File: config.mk
export PLATFORM = sky130hd
export DESIGN_NAME = hier_csa_adder_16
export DESIGN_NICKNAME = d
export VERILOG_FILES = /design/src/rtl/csa_pkg.sv /design/src/rtl/rca4.sv /design/src/rtl/hier_csa_adder_16.sv
export SDC_FILE = /design/constraint.sdc
export NUM_CORES = 1
export LEC_CHECK = 0
export ABC_AREA = 1
export BUFFER_PORTS_ARGS = -buffer_cell sky130_fd_sc_hd__buf_4
export CORE_MARGIN = 5
export CORE_UTILIZATION = 47
export CTS_BUF_LIST = sky130_fd_sc_hd__clkbuf_8 sky130_fd_sc_hd__clkbuf_16
export CTS_CLUSTER_SIZE = 8
export DETAILED_ROUTE_END_ITERATION = 10
export GPL_TIMING_DRIVEN = 0
export HOLD_SLACK_MARGIN = 0.03
export PLACE_DENSITY_LB_ADDON = 0.05
export SLEW_MARGIN = 20
export SYNTH_ARGS = -nofsm -noshare
export SYNTH_HDL_FRONTEND = slang
export SYNTH_SLANG_ARGS = --single-unit
File: constraint.sdc
create_clock -name clk -period 9.8 [get_ports clk]
set_input_delay 1.96 -clock clk [delete_from_list [all_inputs] [get_ports clk]]
set_output_delay 1.96 -clock clk [all_outputs]
set_load 0.03 [all_outputs]
File: src/rtl/csa_pkg.sv
// Shared constants for the hierarchical carry-select adder.
//   ADD_W   : full adder width in bits
//   GRP_W   : width of one ripple-carry group
//   NUM_GRP : number of groups across the full width
package csa_pkg;

    localparam int ADD_W   = 16;
    localparam int GRP_W   = 4;
    localparam int NUM_GRP = ADD_W / GRP_W;

    typedef logic [ADD_W-1:0] word_t;
    typedef logic [GRP_W-1:0] grp_t;

endpackage

File: src/rtl/rca4.sv
// 4-bit ripple-carry adder built from full-adder equations.
// Ports:
//   a, b : group operands
//   ci   : carry into bit 0
//   s    : group sum
//   co   : carry out of the top bit
module rca4
    import csa_pkg::*;
(
    input  logic [GRP_W-1:0] a,
    input  logic [GRP_W-1:0] b,
    input  logic             ci,
    output logic [GRP_W-1:0] s,
    output logic             co
);

    logic carry;

    // NOTE: blocking assignments here are deliberate. 'carry' is a
    // combinational temporary that must update bit by bit inside the loop.
    always_comb begin
        carry = ci;
        s     = '0;
        for (int i = 0; i < GRP_W; i++) begin
            s[i]  = a[i] ^ b[i] ^ carry;
            carry = (a[i] & b[i]) | (carry & (a[i] ^ b[i]));
        end
    end

    assign co = carry;

endmodule

File: src/rtl/hier_csa_adder_16.sv
// 16-bit hierarchical carry-select adder with a registered, valid-qualified output.
// Ports:
//   clk       : clock, rising edge
//   rst_n     : synchronous active-low reset
//   in_valid  : a/b/cin are meaningful this cycle
//   a, b      : unsigned operands
//   cin       : carry-in
//   out_valid : sum/cout were loaded on the last edge
//   sum       : registered (a + b + cin)[15:0]
//   cout      : registered (a + b + cin)[16]
module hier_csa_adder_16
    import csa_pkg::*;
(
    input  logic             clk,
    input  logic             rst_n,
    input  logic             in_valid,
    input  logic [ADD_W-1:0] a,
    input  logic [ADD_W-1:0] b,
    input  logic             cin,
    output logic             out_valid,
    output logic [ADD_W-1:0] sum,
    output logic             cout
);

    // Level 0: G0 ripples from cin; G1..G3 are speculated for both carry-ins.
    grp_t                            g0_s;
    logic                            g0_co;
    logic [NUM_GRP-1:1][GRP_W-1:0]   s_c0, s_c1;
    logic [NUM_GRP-1:1]              co_c0, co_c1;

    rca4 u_g0 (
        .a  (a[GRP_W-1:0]),
        .b  (b[GRP_W-1:0]),
        .ci (cin),
        .s  (g0_s),
        .co (g0_co)
    );

    for (genvar g = 1; g < NUM_GRP; g++) begin : g_grp
        rca4 u_c0 (
            .a  (a[g*GRP_W +: GRP_W]),
            .b  (b[g*GRP_W +: GRP_W]),
            .ci (1'b0),
            .s  (s_c0[g]),
            .co (co_c0[g])
        );
        rca4 u_c1 (
            .a  (a[g*GRP_W +: GRP_W]),
            .b  (b[g*GRP_W +: GRP_W]),
            .ci (1'b1),
            .s  (s_c1[g]),
            .co (co_c1[g])
        );
    end

    // Level 1, low byte: the real G0 carry picks the G1 variant.
    grp_t g1_s;
    logic lo_co;

    assign g1_s  = g0_co ? s_c1[1]  : s_c0[1];
    assign lo_co = g0_co ? co_c1[1] : co_c0[1];

    // Level 1, high byte: two 8-bit sub-chains, one per assumed byte carry-in.
    // Inside each chain the G2 carry (for that assumption) picks the G3 variant.
    logic [2*GRP_W-1:0] hi0_s, hi1_s;
    logic               hi0_co, hi1_co;

    assign hi0_s  = {(co_c0[2] ? s_c1[3] : s_c0[3]), s_c0[2]};
    assign hi0_co =   co_c0[2] ? co_c1[3] : co_c0[3];
    assign hi1_s  = {(co_c1[2] ? s_c1[3] : s_c0[3]), s_c1[2]};
    assign hi1_co =   co_c1[2] ? co_c1[3] : co_c0[3];

    // Level 2: the real low-byte carry picks the high-byte result.
    word_t core_sum;
    logic  core_co;

    assign core_sum = {(lo_co ? hi1_s : hi0_s), g1_s, g0_s};
    assign core_co  =   lo_co ? hi1_co : hi0_co;

    // Output stage: sum/cout only load on valid input and otherwise hold.
    always_ff @(posedge clk) begin
        if (!rst_n) begin
            out_valid <= 1'b0;
            sum       <= '0;
            cout      <= 1'b0;
        end else begin
            out_valid <= in_valid;
            if (in_valid) begin
                sum  <= core_sum;
                cout <= core_co;
            end
        end
    end

endmodule

==> impl_metrics.ini <==
[clocking]
postCtsSetupBuffers = 0
cts_resized = 0
clock_latency_ns = 0.24
cts_hold_buf = 0
cts_sinks = 18
root_buffer = clkbuf_8
numCtsBuffers = 3
h-tree-depth = 1
clk_path_buf_depth = 2
cts_tree = yes
cts.clk_slew.worst_paths_ns = 0.06

[timing]
final_max_slew_viol_count = 0
worst_pin_slew_ns = 0.3696
fin_hold_ws_ns = 0.4943
slew_headroom_pct = 75.36
setup_viol = 0
fin_worst_skew_ns = 0
setup_slack_ns = 4.479
fin_tns_setup_ns = 0
rsz0062_at_grt = no
hold_viol_final = 0
period_needed_ns = 5.321
fmax_ghz = 0.1879
layout_worst_path_cycle_share_pct = 54.30

[route]
drc_errors = 0
vias_per_cell = 4.682
ant_nets = 0
post_drt_wl_per_cell_um = 10.44
drt_first_pass_iters = 4
wl_met3_um = 232
vias = 1250
drt-met1-wl_um = 1113
wirelength_um = 2788
wl_met2_um = 1426
topRoutingLayerUsed = met4
drt_iter0_drc = 57

[run]
max-cap-violations = 0

[yosys]
yosys.area.top_type_share_pct = 26.40
synth_nets = 239
yosysTopAreaCell = dfxtp_1
yosysWarnings = 0
post_synth_num_cell_types = 20
syn_inst = 181
ys_ff_latch = 18
netlist_top_cells_area = dfxtp_1, fa_1, inv_1, nor2_1, ha_1
synth_area_sq_um = 1365
seq_area_frac_synth_pct = 26.40
synth.avg_cell_area_sq_um = 7.542

[setup_path]
crit_path_end_kind = flop
cp.arrival_ns = 5.46
startpoint_type = input port
cpPeakStageDelay_ns = 0.48
cp_max_fo = 9
critPathTopFamily = adder cells
worstPathRequired_ns = 9.94
worst-path-buf-inv = 4
crit_slowest_cell = fa_1
criticalPathCategory = in -> reg
cpMostUsedCell = fa_1
crit_chain = buf_4 > fa_1 > fa_1 > fa_1 > inv_1 > fa_1 > o21ai_0 > fa_1 > inv_1 > fa_1 > inv_1 > fa_1 > nor2_1 > nand2_4 > nand3_1 > nand2_1 > nor2_1 > nor2_1

[worst_hold_path]
hold_path_class = reg -> reg

[grt]
antenna_found_initial = 0
track_usage_pct = 14.48
grt_max_degree = 11
grt_pass1_vias = 1266
grt_pass1_wl_um = 4933
overflow = 0

[die]
coreArea_sq_um = 2781
io_pins = 54
dieHeight_um = 63.89
row_count = 19
dieArea_sq_um = 4082
start_util_pct = 49.08
die_w_um = 63.89

[placement]
gp_congestion = 0.7440
hpwl_um = 2447
pre_cts_ws_ns = 4.174
postPlaceCellArea_sq_um = 1794
dp.cells = 264
port_buffers = 52

[cells_and_area]
stdcell_count = 267
final_util_pct = 65.99
area.growth.synth_to_final_pct = 34.46
diodes = 0
final_nets = 296
drive_gt1_share_pct = 29.66
layout_commonest_cell = buf_4
layout_common_cells = buf_4, inv_1, nor2_1
fin_area_sq_um = 1836
fillCellCount = 244

[power_and_ir_drop]
finalPower_mw = 0.2249
leakage_nw = 1.039
power_density_nw_per_um2 = 122.5
ir_drop_v = 0.0001217

[status]
outcome = completed
==> report_power, final <==
group	switching (mW)	total, mW	internal [mW]
clock network	0.0220	0.0492	0.0272
logic	0.0516	0.0913	0.0397
registers	0.00382	0.0844	0.0806
total	0.0774	0.225	0.147
==> final cells by class <==
| type | count | area (sq um) | share of cell area [%] |
|---|---|---|---|
| Timing Repair Buffer | 52 | 390.4 | 21.27 |
| Buffer | 4 | 21.27 | 1.159 |
| Tap cell | 31 | 38.79 | 2.113 |
| Multi-Input combinational cell | 118 | 829.5 | 45.19 |
| Clock buffer | 3 | 41.29 | 2.249 |
| Sequential cell | 18 | 360.3 | 19.63 |
| Inverter | 41 | 153.9 | 8.384 |
==> Yosys cell counts <==
| cell type | n |
|---|---|
| dfxtp_1 | 18 |
| inv_2 | 3 |
| fa_1 | 13 |
| xor2_1 | 2 |
| ha_1 | 9 |
| nor2_1 | 32 |
| buf_4 | 1 |
| clkbuf_1 | 1 |
| nand2_1 | 18 |
| xnor2_1 | 2 |
| o21ai_1 | 12 |
| buf_2 | 2 |
| a21oi_1 | 4 |
| nor2_2 | 1 |
| nand3_1 | 10 |
| nand2_4 | 2 |
| o21ai_0 | 6 |
| a21boi_1 | 1 |
| nand2_2 | 6 |
| inv_1 | 38 |
==> registers in the layout, indices dropped and copies added, names as in the netlist <==
register and cells:
cout 1, sum 16, out_valid 1
==> logic make-up after synthesis <==
logic type | after synthesis | synth area share (%)
simple gates | 69 | 22.27
buf+inv | 45 | 12.83
compound gates | 23 | 8.616
fa+ha+maj | 22 | 27.31
flops | 18 | 26.40
xor+xnor | 4 | 2.567
==> worst paths after layout <==
| check | start | to | slack (ns) | cells after the start |
|---|---|---|---|---|
| min | sum[5]$_SDFFE_PN0P_ | sum[5]$_SDFFE_PN0P_ | 0.49 | 2 |
| max reg2reg | sum[9]$_SDFFE_PN0P_ | sum[9]$_SDFFE_PN0P_ | 9.12 | 4 |
| min reg2reg | sum[5]$_SDFFE_PN0P_ | sum[5]$_SDFFE_PN0P_ | 0.49 | 2 |
| max | a[0] | sum[14]$_SDFFE_PN0P_ | 4.48 | 18 |
==> per-layer routing <==
layer,vias to the layer above,global-route usage [%]
li1,651,-
met1,559,16.38
met2,36,26.26
met3,4,5.254
met4,0,2.338
met5,-,0
==> worst reg2reg max path, cell delays in order, from the launching register on <==
cell	delay, ns
dfxtp_1	0.31
nor2_1	0.09
nor2_1	0.04
o21ai_1	0.08
inv_1	0.05
Power figures use the tool's default switching activity.
